$ cat src/rtl/fw_ctrl_pkg.sv
// Shared types and encodings for the Floyd-Warshall phase sequencer.
package fw_ctrl_pkg;

    localparam int CNT_W_DEFAULT = 32;

    typedef enum logic [2:0] {
        S_IDLE,
        S_INIT,
        S_RELAX,
        S_DONE,
        S_ERR
    } fw_state_e;

    localparam logic [1:0] PH_IDLE  = 2'd0;
    localparam logic [1:0] PH_INIT  = 2'd1;
    localparam logic [1:0] PH_RELAX = 2'd2;
    localparam logic [1:0] PH_END   = 2'd3;

    // Host-visible phase code for a controller state.
    function automatic logic [1:0] phase_of(input fw_state_e s);
        case (s)
            S_INIT:         phase_of = PH_INIT;
            S_RELAX:        phase_of = PH_RELAX;
            S_DONE, S_ERR:  phase_of = PH_END;
            default:        phase_of = PH_IDLE;
        endcase
    endfunction

endpackage

$ cat src/rtl/fw_phase_timer.sv
// Saturating per-phase cycle counter with a watchdog compare. Loading 1 on
// clear makes the count equal the number of cycles spent in the phase.
module fw_phase_timer
    import fw_ctrl_pkg::*;
#(
    parameter int CNT_W = CNT_W_DEFAULT
) (
    input  logic             clk_i,
    input  logic             rst_ni,
    input  logic             clear_i,
    input  logic             enable_i,
    input  logic [CNT_W-1:0] limit_i,
    output logic [CNT_W-1:0] count_o,
    output logic             expired_o
);

    logic [CNT_W-1:0] count_q;
    logic [CNT_W-1:0] count_d;

    // Next count: load on phase entry, otherwise increment and stick at all-ones.
    always_comb begin
        // NOTE: default first so no path leaves count_d unassigned (no latch).
        count_d = count_q;
        if (clear_i) begin
            count_d = {{(CNT_W-1){1'b0}}, 1'b1};
        end else if (enable_i && (count_q != {CNT_W{1'b1}})) begin
            count_d = count_q + 1'b1;
        end
    end

    // Count register.
    always_ff @(posedge clk_i or negedge rst_ni) begin
        // NOTE: non-blocking assignments for all clocked state.
        if (!rst_ni) begin
            count_q <= '0;
        end else begin
            count_q <= count_d;
        end
    end

    assign count_o   = count_q;
    assign expired_o = (limit_i != '0) && (count_q == limit_i);

endmodule

$ cat src/rtl/fw_phase_sequencer.sv
// Block-level ap_ctrl_hs controller: runs the init child then the relaxation
// child, holds each child start until accepted, times each phase and aborts
// a phase whose watchdog expires.
module fw_phase_sequencer
    import fw_ctrl_pkg::*;
#(
    parameter int CNT_W = CNT_W_DEFAULT
) (
    input  logic             ap_clk,
    input  logic             ap_rst_n,
    input  logic             ap_start,
    output logic             ap_done,
    output logic             ap_idle,
    output logic             ap_ready,
    output logic             init_start,
    input  logic             init_ready,
    input  logic             init_done,
    output logic             relax_start,
    input  logic             relax_ready,
    input  logic             relax_done,
    input  logic [CNT_W-1:0] timeout_cycles,
    output logic             err,
    output logic [1:0]       err_phase,
    output logic [CNT_W-1:0] init_cycles,
    output logic [CNT_W-1:0] relax_cycles,
    output logic [1:0]       phase
);

    fw_state_e        state_q;
    logic             start_pending_q;
    logic             err_q;
    logic [1:0]       err_phase_q;
    logic [CNT_W-1:0] timeout_q;
    logic [CNT_W-1:0] init_cycles_q;
    logic [CNT_W-1:0] relax_cycles_q;

    logic             timer_clear;
    logic             timer_enable;
    logic [CNT_W-1:0] phase_count;
    logic             phase_expired;

    // The timer restarts on entry to each phase and runs while in a phase.
    assign timer_clear  = ((state_q == S_IDLE) && ap_start) ||
                          ((state_q == S_INIT) && init_done);
    assign timer_enable = (state_q == S_INIT) || (state_q == S_RELAX);

    fw_phase_timer #(
        .CNT_W (CNT_W)
    ) u_timer (
        .clk_i     (ap_clk),
        .rst_ni    (ap_rst_n),
        .clear_i   (timer_clear),
        .enable_i  (timer_enable),
        .limit_i   (timeout_q),
        .count_o   (phase_count),
        .expired_o (phase_expired)
    );

    // Sequencer FSM with its handshake, error and cycle-count registers.
    // A child done beats a watchdog expiry in the same cycle.
    always_ff @(posedge ap_clk or negedge ap_rst_n) begin
        if (!ap_rst_n) begin
            state_q         <= S_IDLE;
            start_pending_q <= 1'b0;
            err_q           <= 1'b0;
            err_phase_q     <= PH_IDLE;
            timeout_q       <= '0;
            init_cycles_q   <= '0;
            relax_cycles_q  <= '0;
        end else begin
            case (state_q)
                S_IDLE: begin
                    if (ap_start) begin
                        state_q         <= S_INIT;
                        start_pending_q <= 1'b1;
                        err_q           <= 1'b0;
                        err_phase_q     <= PH_IDLE;
                        timeout_q       <= timeout_cycles;
                        init_cycles_q   <= '0;
                        relax_cycles_q  <= '0;
                    end
                end
                S_INIT: begin
                    init_cycles_q <= phase_count;
                    if (init_done) begin
                        state_q         <= S_RELAX;
                        start_pending_q <= 1'b1;
                    end else if (phase_expired) begin
                        state_q         <= S_ERR;
                        start_pending_q <= 1'b0;
                        err_q           <= 1'b1;
                        err_phase_q     <= PH_INIT;
                    end else if (init_ready) begin
                        start_pending_q <= 1'b0;
                    end
                end
                S_RELAX: begin
                    relax_cycles_q <= phase_count;
                    if (relax_done) begin
                        state_q         <= S_DONE;
                        start_pending_q <= 1'b0;
                    end else if (phase_expired) begin
                        state_q         <= S_ERR;
                        start_pending_q <= 1'b0;
                        err_q           <= 1'b1;
                        err_phase_q     <= PH_RELAX;
                    end else if (relax_ready) begin
                        start_pending_q <= 1'b0;
                    end
                end
                S_DONE, S_ERR: begin
                    state_q <= S_IDLE;
                end
                default: begin
                    state_q         <= S_IDLE;
                    start_pending_q <= 1'b0;
                end
            endcase
        end
    end

    // Outputs are pure decodes of registered state.
    assign ap_idle      = (state_q == S_IDLE);
    assign ap_done      = (state_q == S_DONE) || (state_q == S_ERR);
    assign ap_ready     = ap_done;
    assign init_start   = (state_q == S_INIT)  && start_pending_q;
    assign relax_start  = (state_q == S_RELAX) && start_pending_q;
    assign err          = err_q;
    assign err_phase    = err_phase_q;
    assign init_cycles  = init_cycles_q;
    assign relax_cycles = relax_cycles_q;
    assign phase        = phase_of(state_q);

endmodule
$ cat config.mk
export PLATFORM = sky130hd
export DESIGN_NAME = fw_phase_sequencer
export DESIGN_NICKNAME = d
export VERILOG_FILES = /design/src/rtl/fw_ctrl_pkg.sv /design/src/rtl/fw_phase_timer.sv /design/src/rtl/fw_phase_sequencer.sv
export SDC_FILE = /design/constraint.sdc
export NUM_CORES = 1
export LEC_CHECK = 0
export BUFFER_PORTS_ARGS = -buffer_cell sky130_fd_sc_hd__buf_2
export CAP_MARGIN = 30
export CORE_MARGIN = 8
export CORE_UTILIZATION = 45
export DETAILED_ROUTE_END_ITERATION = 10
export PLACE_DENSITY = 0.67
export SLEW_MARGIN = 30
export SYNTH_ARGS = -nofsm -noshare
export SYNTH_HDL_FRONTEND = slang
export SYNTH_HIERARCHICAL = 1
export SYNTH_SLANG_ARGS = --single-unit
$ cat constraint.sdc
create_clock -name ap_clk -period 3.4 [get_ports ap_clk]
set_input_delay 0.51 -clock ap_clk [delete_from_list [all_inputs] [get_ports ap_clk]]
set_output_delay 0.51 -clock ap_clk [all_outputs]
set_load 0.05 [all_outputs]
==> results of run 1 <==
[critical path: cells and delay by family (launching register included)]
kind | cells | cell delay, ns
simple gates | 2 | 0.95
flops | 1 | 0.60
buf+inv | 1 | 0.26
[placed cells by master (no fill, tap or decap), drive strengths merged, types with 6 or more instances in the layout]
| cell | count |
|---|---|
| dfrtp | 135 |
| buf | 122 |
| nand2 | 78 |
| o21ai | 49 |
| a22o | 33 |
| xor2 | 33 |
| mux2 | 33 |
| nor2 | 27 |
| clkbuf | 24 |
| nor4 | 20 |
| a21oi | 18 |
| or3 | 15 |
| nor3 | 13 |
| xnor2 | 12 |
| nand4 | 12 |
| nand3 | 10 |
| inv | 8 |
| and4 | 6 |
[layout make-up]
cell class              count  area, µm²
inverters                   8       30.0
well taps                 180        225
multi-input cells         407       2720
clock buffers              24        502
repair buffers            123        676
flip-flops and latches    135       3380
fillers                  1242       6130
clock inverters             7        116
[through the flow]
stage / std cells / instance area, µm² / power (mW) / hold slack, ns
after detailed placement: 851 / 6990 / 3.91 / 0.479
after global routing: 884 / 7650 / 6.10 / 0.303
final: 884 / 7650 / 5.81 / 0.320
after floorplan: 587 / 6320 / 3.46 / 0.214
after global placement: 851 / 6990 / 3.87 / 0.470
after CTS: 882 / 7610 / 5.83 / 0.212
[where the power goes]
group	switching (mW)	internal [mW]	total (mW)
registers	0.344	1.88	2.22
logic	1.04	0.643	1.68
clock network	0.660	1.25	1.91
total	2.04	3.77	5.81
[path summary, 6_finish.rpt]
path | start | end | slack (ns) | cells after the start
hold / removal | timeout_cycles[29] | timeout_q[29]$_DFFE_PN0P_ | 0.32 | 2
max in group asynchronous | ap_rst_n | timeout_q[15]$_DFFE_PN0P_ | 1.87 | 4
min in group asynchronous | ap_rst_n | relax_cycles[24]$_DFFE_PN0P_ | 0.56 | 2
hold reg to reg | err$_DFFE_PN0P_ | err$_DFFE_PN0P_ | 0.49 | 1
setup / recovery | state_q[0]$_DFFE_PN0P_ | init_start | 0.67 | 3
setup reg to reg | state_q[1]$_DFFE_PN0P_ | u_timer/count_o[28]$_DFFE_PN0P_ | 0.77 | 8
[state kept, by name (all words and copies together), names as in the netlist]
register / flops
init_cycles: 32
u_timer/count_o: 32
err_phase: 2
start_pending_q: 1
err: 1
relax_cycles: 32
timeout_q: 32
state_q: 3
[cells by family (layout without fill, tap and decap cells)]
group                    after synthesis  count (layout)
AND/OR/NAND/NOR                      205             205
XOR/XNOR                              45              45
flip-flops                           135             135
AO/OA/AOI/OAI                        122             122
adder cells (fa/ha/maj)                1               1
buffers and inverters                 45             162
multiplexers                          34              34
[repair_timing]
| action | 4_1_cts | 5_1_grt |
|---|---|---|
| hold buffers | 0 | 1 |
| setup buffers | 0 | 0 |
| hold endpoints to repair | 0 | 37 |
| resized for setup | 0 | 0 |
[per-layer routing]
metal | wire [µm] | vias up | part of all wire (%) | global-route usage, %
li1 | - | 2304 | - | -
met1 | 7500 | 2442 | 45 | 25.0
met2 | 7560 | 210 | 45 | 27.8
met3 | 1390 | 27 | 8.3 | 6.28
met4 | 295 | 0 | 1.8 | 7.24
met5 | 0 | - | 0 | 0
==> impl_results.md, run 1 <==
* Status: finished clean
* Headroom to the max-slew limit at approximately 38%
* Clk_skew at between 0.008 and 0.009 ns
* Min Tclk post-route at 2.73 ns
* TritonRoute pass-1 iters at 5
* Critical path peak fanout at 18
* Worst Path Arrival at 2.22 ns
* Initial DRC count at between 300 and 400
* Mean post-synth cell area at 10.8 µm²
* Yosys top cell by area: dfrtp_1
* Synth area leaders: dfrtp_1 (53%), nand2_1 (4.6%), a22o_1 (4.6%), xor2_1 (4.6%), o21ai_0 (3.8%)
* EDFF count, synth at 0
* Post-route ant nets at 0
* Area Growth Syn to Fin at 21.0%
* Compound-Gate Fraction of Synth Area at 12.8%
* WL per Instance at 18.9 µm
* Antenna violations before repair at 0
* Clock sink count at 135
* Final RePlAce weighted congestion at roughly 0.87
* H-tree Lvls at 4
* First-pass GRT wire length at roughly 27000 µm
* Adder-Cell Fraction of Synth Area at less than 1%
* Setup TNS at 0 ns
* Top FF cell, synth: dfrtp_1
* Clock latency on the worst-skew pair at roughly 0.42 ns
* Final core utilization at between 50 and 60%
* Max-Cap Viols at 0
* Ys Warns at 6
* Synth top area share at a little over half
* HPWL Detailed at about 12000 µm
* Rows at 43
* Power per Cell Area at between 700 and 800 mW/mm²
* Synth Area in Simple Gates at between 15 and 20%
* DR vias/cell at ~5.6
* Vias post-DR at 4983
* CTS Buffer Depth at 2
* Top cells by count, synth: dfrtp_1 (135), nand2_1 (78), o21ai_0 (48)
* Dpl ws at approximately 0.83 ns
* Max Slew Vio Count at 0
* Total grt overflow at 0
* Max stage delay on crit path at between 0.7 and 0.8 ns
* Post-synthesis mux area share at between 6 and 7%
* Die X at about 130 µm
* Layout net count at ~730
* Initial Util at a little under half
* Async S/R FF share, synth at 100%
* RSZ-0062 raised after global routing: false
* Library cells used by synthesis at between 40 and 50
* Startpoint types: register
* Slew @ Worst Pin at slightly above 0.9 ns
* Root Buffer Master: clkbuf_16
* Final hold viol count at 0
* Routed wire length at 16700 µm
* Kind of critical path: reg2out
* Clock transition at path regs at around 0.06 ns
* Dominant cell by count in the synthesized netlist: dfrtp_1
* CP cell instances: nor3b_4 -> and2_1 -> buf_2
* Synth Cell Area at about 0.0063 mm²
* Sequential area share after synthesis at between 50 and 60%
* GRT Util Overall at about a fifth
* Critical Path Sink Type: primary output
* Diode count at 0
* Synthesized flop and latch total at 135
* Worst Setup Slack, final at between 0.6 and 0.7 ns
* Syn Nets at 627
* Core Box Area at roughly 0.014 mm²
* Die area at 0.0181 mm²
* IO Count at between 100 and 150
* Largest net degree at the start of global routing at 118
* Worst path slowest cell: nor3b_4
* Max Freq at 0.366 GHz
* Worst Hold Class: in2reg
* Main combinational cell family by area after synthesis: simple AND/OR/NAND/NOR gates
* XOR/XNOR Fraction of Synth Area at 6.24%
* Vias in the first global route at roughly 5000
* Worst Path Required at a little under 3 ns
* Die height at 134 µm
* Cells after synthesis at ~590
* Endpoints failing setup at 0
* CTS tree: done
* CTS Buf Count at 17
* DRC viols at 0
* Peak VDD IR at just over 0.0004 V
* Leakage power at approximately 3.7 nW
* Port Buffer Count at 112
* Period utilization at around four fifths
* Layout cells sized above 1 at between 20% and 30%
(Power assumes the default switching activity.)
==> run 2: changes to the inputs <==
Settings changed: ABC_AREA from default to 1, PLACE_DENSITY 0.67 to 0.66.
Clock period 3.4 ns to 2.6 ns, I/O delays scaled along.
==> run 2 against run 1 <==
Effect of this change:
- non-clock buffer count grew 1
- combinational power is 110% higher
- final area up 6.8%
- clock skew hardly changed
- die area is 7.6% higher
- critical path type unchanged
==> impl_results.md, run 2 <==
* Status: finished clean (unchanged)
* Ys Warns at 6 (unchanged)
* Final RePlAce weighted congestion at 0.918 (was 0.873)
* Reg-to-reg slack, setup at 0.44 ns (was 0.77 ns)
* Synthesized flop and latch total at 135 (unchanged)
* # fillers at 1426 (was 1242)
* Routed wire length at 18700 µm (was 16700 µm)
* Library cells used by synthesis at 31 (was 49)
* Synth area leaders: dfrtp_1 (49%), nand2_1 (14%), nand3_1 (7.7%), nor2_1 (4.8%), o21ai_0 (4.1%) (was dfrtp_1 (53%), nand2_1 (4.6%), a22o_1 (4.6%), xor2_1 (4.6%), o21ai_0 (3.8%))
* Worst Path Required at 2.21 ns (was 2.89 ns)
* Total grt overflow at 0 (unchanged)
* Post-CTS Setup Repair Bufs at 0 (unchanged)
* Worst hold slack at 0.193 ns (was 0.320 ns)
* Synth top area share at 49.2% (was 53.5%)
* Top cells by count, synth: nand2_1 (264), dfrtp_1 (135), nand3_1 (105) (was dfrtp_1 (135), nand2_1 (78), o21ai_0 (48))
* Layout cells sized above 1 at 18.1% (was 27.7%)
* Power per Cell Area at 1130 mW/mm² (was 759 mW/mm²)
* Dominant cell by count in the synthesized netlist: nand2_1 (was dfrtp_1)
* Mean post-synth cell area at 7.86 µm² (was 10.8 µm²)
* First-pass GRT wire length at 31300 µm (was 26800 µm)
* IO Count at 113 (unchanged)
* Initial DRC count at 417 (was 394)
* Max-Cap Viols at 0 (unchanged)
* Root Buffer Master: clkbuf_16 (unchanged)
* Antenna violations before repair at 0 (unchanged)
* EDFF count, synth at 0 (unchanged)
* Clock latency on the worst-skew pair at 0.43 ns (was 0.42 ns)
* Sequential area share after synthesis at 49.2% (was 53.5%)
* Comb pwr share at 38.1% (was 28.9%)
* TritonRoute pass-1 iters at 7 (was 5)
* Max Slew Vio Count at 0 (unchanged)
* Pint at 5.17 mW (was 3.77 mW)
* Seq pwr share at 34.0% (was 38.3%)
* Diode count at 0 (unchanged)
* Vias in the first global route at 6013 (was 5025)
* Net Switching at 4.07 mW (was 2.04 mW)
* CTS tree: done (unchanged)
* Async S/R FF share, synth at 100% (unchanged)
* H-tree Lvls at 4 (unchanged)
* Slew @ Worst Pin at 0.940 ns (was 0.927 ns)
* Endpoints failing setup at 0 (unchanged)
* Top FF cell, synth: dfrtp_1 (unchanged)
* Critical Path Sink Type: primary output (unchanged)
* CTS Buf Count at 17 (unchanged)
* Total power at 9.25 mW (was 5.81 mW)
* Vias post-DR at 6075 (was 4983)
* Cells after synthesis at 873 (was 587)
* Worst Path Arrival at 1.99 ns (was 2.22 ns)
* WL per Instance at 15.9 µm (was 18.9 µm)
* DRC viols at 0 (unchanged)
* Port Buffer Count at 112 (unchanged)
* Max Freq at ~0.42 GHz
* Core Box Area at 0.0150 mm² (was 0.0138 mm²)
* Leakage power at 4.05 nW (was 3.73 nW)
* PostCTS Resize Cnt at 0 (unchanged)
* Startpoint types: register (unchanged)
* Most frequent cells in the layout: nand2_1 (264), dfrtp_1 (135), buf_2 (111) (was dfrtp_1 (135), buf_2 (111), nand2_1 (77))
* Die height at 140 µm (was 134 µm)
* Clk_skew at 0.00888 ns (was 0.00844 ns)
* Clock sink count at 135 (unchanged)
* GRT Util Overall at 20.0% (was 18.8%)
* Largest net degree at the start of global routing at 69 (was 118)
* Yosys top cell by area: dfrtp_1 (unchanged)
* Rows at 45 (was 43)
* Final hold viol count at 0 (unchanged)
* Peak VDD IR at 0.000564 V (was 0.000411 V)
* Kind of critical path: reg2out (unchanged)
* Die area at 0.0195 mm² (was 0.0181 mm²)
* Min Tclk post-route at between 2 and 2.5 ns
* RSZ-0062 raised after global routing: false (unchanged)
* Non-Filler Instances at 1180 (was 884)
* Synth Cell Area at 0.00686 mm² (was 0.00632 mm²)
* DR vias/cell at 5.15 (was 5.64)
* Initial Util at 45.7% (was 45.9%)
* Commonest non-fill, non-tap cell in the layout: nand2_1 (was dfrtp_1)
* Die X at 140 µm (was 134 µm)
* Final core utilization at 54.3% (was 55.5%)
* Layout net count at 1019 (was 732)
* Headroom to the max-slew limit at 37.1% (was 37.8%)
* Period utilization at about nine tenths
* Sw frac at 44.0% (was 35.1%)
* Worst Hold Class: in2reg (unchanged)
* Syn Nets at 913 (was 627)
* Setup TNS at 0 ns (unchanged)
* Post-route ant nets at 0 (unchanged)
* Clk pwr share at 27.8% (was 32.8%)
* Clock transition at path regs at 0.06 ns (about the same)
* DP Cell Count at 1147 (was 851)
* CTS Buffer Depth at 2 (unchanged)
* Critical path peak fanout at 68 (was 18)
* HPWL Detailed at 13300 µm (was 11700 µm)
* Area Growth Syn to Fin at 19.0% (was 21.0%)
-- run 2: cells by family after synthesis --
kind of cell    Yosys count  synth area share [%]
fa+ha+maj                 1                 0.182
simple gates            500                  31.6
compound gates           87                  6.58
xor+xnor                 38                  4.85
flops                   135                  49.2
buf+inv                 112                  7.62
-- run 2: worst paths after layout --
check	depth (start not counted)	start	end
setup / recovery	5	state_q[0]$_DFFE_PN0P_	phase[1]
hold / removal	3	timeout_cycles[19]	timeout_q[19]$_DFFE_PN0P_
setup reg to reg	10	u_timer/count_o[30]$_DFFE_PN0P_	err_phase[0]$_DFFE_PN0P_
hold reg to reg	2	err_phase[1]$_DFFE_PN0P_	err_phase[1]$_DFFE_PN0P_
max in group asynchronous	3	ap_rst_n	timeout_q[6]$_DFFE_PN0P_
min in group asynchronous	2	ap_rst_n	init_cycles[24]$_DFFE_PN0P_
-- run 2: area by class of cell --
cell class / count / area [µm²] / share of cell area [%]
clock inverters: 12 / 175 / 2.14
clock buffers: 20 / 457 / 5.59
flip-flops and latches: 135 / 3380 / 41.4
repair buffers: 124 / 668 / 8.18
well taps: 188 / 235 / 2.88
inverters: 75 / 285 / 3.49
multi-input cells: 626 / 2970 / 36.3
-- run 2: metrics by stage --
step	cell area (µm²)	setup WS, ns
5_1_grt	8170	0.0644
4_1_cts	8170	0.222
2_1_floorplan	6860	0.701
3_3_place_gp	7520	0.473
3_5_place_dp	7520	0.441
6_report	8170	0.224
-- run 2: per-layer routing --
metal / global-route usage [%] / vias up / part of all wire (%)
met3: 4.92 / 27 / 5.3
met2: 30.8 / 187 / 44
li1: - / 3013 / -
met1: 27.0 / 2848 / 49
met5: 0 / - / 0
met4: 6.93 / 0 / 1.8
-- run 2: critical path, cell delays in order, from the launching register on --
cell and delay [ns]:
dfrtp_1 0.48, inv_1 0.12, nand3_2 0.08, buf_4 0.54, nand2_1 0.10, buf_2 0.23
-- run 2: what timing repair did --
item | CTS | global route
hold buffers | 1 | 0
endpoints found under the hold margin | 21 | 0
endpoints found under the setup margin | 0 | 0
-- run 2: power by group through the flow --
stage               logic (mW)  registers [mW]  clock network [mW]
global route              3.89            3.22                2.72
finish                    3.53            3.15                2.57
detailed placement        3.52            3.17                   0
CTS                       3.54            3.14                2.62
global placement          3.50            3.15                   0
floorplan                 2.36            3.52                   0
==> run 3: changes to the inputs <==
Settings changed: CELL_PAD_IN_SITES_DETAIL_PLACEMENT from default to 0, CELL_PAD_IN_SITES_GLOBAL_PLACEMENT from default to 1, CORE_UTILIZATION 45 to 42, CTS_BUF_LIST from default to sky130_fd_sc_hd__clkbuf_16, PLACE_DENSITY 0.66 to 0.81.
==> run 3 against run 2 <==
Effect of this change:
- the run now ends with negative hold slack left
- core utilization shrank 3.2 points
- critical endpoint unchanged
- sequential power is essentially flat
- non-clock buffer count is the same
- combinational power is essentially flat
==> impl_results.md, run 3 (synthesis results as in run 2) <==
* Clock transition at path regs at 0.06 ns (about the same)
* Area taken by multi-input logic gates at 0.00297 mm² (unchanged)
* Worst-case reg-to-reg path depth at 10 (unchanged)
* Critical path peak fanout at 68 (unchanged)
* Layout cells sized above 1 at 18.0% (was 18.1%)
* Crit path from: state_q[0]$_DFFE_PN0P_ (unchanged)
* # hold bufs at CTS at 0 (was 1)
* Period utilization at 89.5% (was 91.4%)
* Initial DRC count at 301 (was 417)
* Clk_skew at 0.0120 ns (was 0.00888 ns)
* Post-route ant nets at 0 (unchanged)
* Setup TNS at 0 ns (unchanged)
* Port Buffer Count at 112 (unchanged)
* Total power at 9.06 mW (was 9.25 mW)
* Most frequent cells in the layout: nand2_1 (264), dfrtp_1 (135), buf_2 (111) (unchanged)
* Die X at 144 µm (was 140 µm)
* DRC viols at 0 (unchanged)
* Non-Filler Instances at 1207 (was 1180)
* Worst Hold Class: in2async (was in2reg)
* Diode count at 0 (unchanged)
* Worst path slowest cell: buf_4 (unchanged)
* Status: complete, but fails checks (was finished clean)
* Worst Setup Slack, final at 0.273 ns (was 0.224 ns)
* Slew @ Worst Pin at 0.912 ns (was 0.940 ns)
* Worst Path Required at 2.21 ns (about the same)
* Critical Path Sink Type: primary output (unchanged)
* # fillers at 1647 (was 1426)
* Dpl ws at 0.384 ns (was 0.441 ns)
* Peak VDD IR at 0.000635 V (was 0.000564 V)
* CP cell instances: inv_1 -> nand3_2 -> buf_4 -> nand2_1 -> buf_2 (unchanged)
* Failing checks: negative hold slack
* CP endpoint: phase[1] (unchanged)
* FF-to-FF Start: u_timer/count_o[30]$_DFFE_PN0P_ (unchanged)
* Crit Reg-Reg Endpoint: err_phase[0]$_DFFE_PN0P_ (unchanged)
* Rows at 46 (was 45)
* Kind of critical path: reg2out (unchanged)
* Commonest non-fill, non-tap cell in the layout: nand2_1 (unchanged)
* Max-Cap Viols at 0 (unchanged)
* Min Tclk post-route at 2.33 ns (was 2.38 ns)
* Final RePlAce weighted congestion at 0.865 (was 0.918)
* RSZ-0062 raised after global routing: false (unchanged)
* Worst hold slack at -0.00623 ns (was 0.193 ns)
* Antenna violations before repair at 0 (unchanged)
* GRT Util Overall at 19.1% (was 20.0%)
* Power per Cell Area at 1110 mW/mm² (was 1130 mW/mm²)
* Max Slew Vio Count at 0 (unchanged)
* Layout net count at 1019 (unchanged)
* Area Growth Syn to Fin at 18.7% (was 19.0%)
* Headroom to the max-slew limit at 39.0% (was 37.1%)
* CP top delay family: buffers and inverters (unchanged)
* Vias in the first global route at 5894 (was 6013)
* IO Count at 113 (unchanged)
* Leakage power at 4.03 nW (was 4.05 nW)
* Final hold viol count at 6 (was 0)
* WL per Instance at 15.6 µm (was 15.9 µm)
* Max Freq at 0.430 GHz (was 0.421 GHz)
* Clock latency on the worst-skew pair at 0.43 ns (about the same)
* DR vias/cell at 4.96 (was 5.15)
* Routed wire length at 18900 µm (was 18700 µm)
* HPWL Detailed at 13700 µm (was 13300 µm)
* Vias post-DR at 5992 (was 6075)
* Root Buffer Master: clkbuf_16 (unchanged)
* First-pass GRT wire length at 30600 µm (was 31300 µm)
* WP depth at 5 (unchanged)
* Post-CTS Setup Repair Bufs at 0 (unchanged)
* PostCTS Resize Cnt at 0 (unchanged)
* Endpoints failing setup at 0 (unchanged)
* Sequential Area at 0.00338 mm² (unchanged)
* Die area at 0.0207 mm² (was 0.0195 mm²)
* CTS Buf Count at 17 (unchanged)
* Max stage delay on crit path at 0.54 ns (about the same)
* Clock sink count at 135 (unchanged)
* H-tree Lvls at 4 (unchanged)
* Die height at 144 µm (was 140 µm)
* CTS tree: done (unchanged)
* Core Box Area at 0.0159 mm² (was 0.0150 mm²)
* Largest net degree at the start of global routing at 69 (unchanged)
* Reg-to-reg slack, setup at 0.34 ns (was 0.44 ns)
* Initial Util at 43.1% (was 45.7%)
* TritonRoute pass-1 iters at 5 (was 7)
* Worst Path Arrival at 1.94 ns (was 1.99 ns)
* Total grt overflow at 0 (unchanged)
* DP Cell Count at 1176 (was 1147)
* Buffers and inverters on the worst path at 3 (unchanged)
* CTS Buffer Depth at 2 (unchanged)
* Startpoint types: register (unchanged)
run 3: cell count changes in the layout (fill, tap and decap cells not counted), sizes merged:
cell,previous run,this run
clkinv,9,6
clkinvlp,0,2
dlygate4sd3,1,0
clkbuf,20,17
bufinv,4,3
inv,74,78
buf,123,124
run 3: per-stage QoR:
step	cell area, µm²	utilization (%)
global route	8150	51.1
CTS	8150	51.1
finish	8150	51.1
detailed placement	7570	47.5
floorplan	6860	-
global placement	7570	47.5
run 3: worst min path at each step:
stage                                               to     start
after global routing      relax_cycles[12]$_DFFE_PN0P_  ap_rst_n
after global placement    relax_cycles[12]$_DFFE_PN0P_  ap_rst_n
after floorplan                        err$_DFFE_PN0P_  ap_rst_n
after detailed placement  relax_cycles[12]$_DFFE_PN0P_  ap_rst_n
after CTS                 relax_cycles[12]$_DFFE_PN0P_  ap_rst_n
final                     relax_cycles[12]$_DFFE_PN0P_  ap_rst_n
run 3: final cells by class:
| cell class | count | share of cell area [%] |
|---|---|---|
| clock buffer | 17 | 5.22 |
| timing repair buffer | 124 | 8.17 |
| sequential | 135 | 41.4 |
| inverter | 75 | 3.50 |
| multi-input combinational | 626 | 36.4 |
| tap | 216 | 3.32 |
| clock inverter | 14 | 1.93 |
run 3: where the power goes:
part           total, mW  leakage, nW  switching (mW)  internal (mW)
Sequential          3.15         1.82           0.556           2.59
Combinational       3.51         1.92            2.56          0.942
Clock               2.40        0.286           0.912           1.49
Total               9.06         4.03            4.03           5.03
run 3: per-layer routing:
metal | up-vias | part of all wire (%) | GRT usage, %
li1 | 3026 | - | -
met1 | 2780 | 48 | 25.7
met2 | 161 | 45 | 30.0
met3 | 25 | 5.6 | 4.38
met4 | 0 | 1.4 | 5.70
met5 | - | 0 | 0
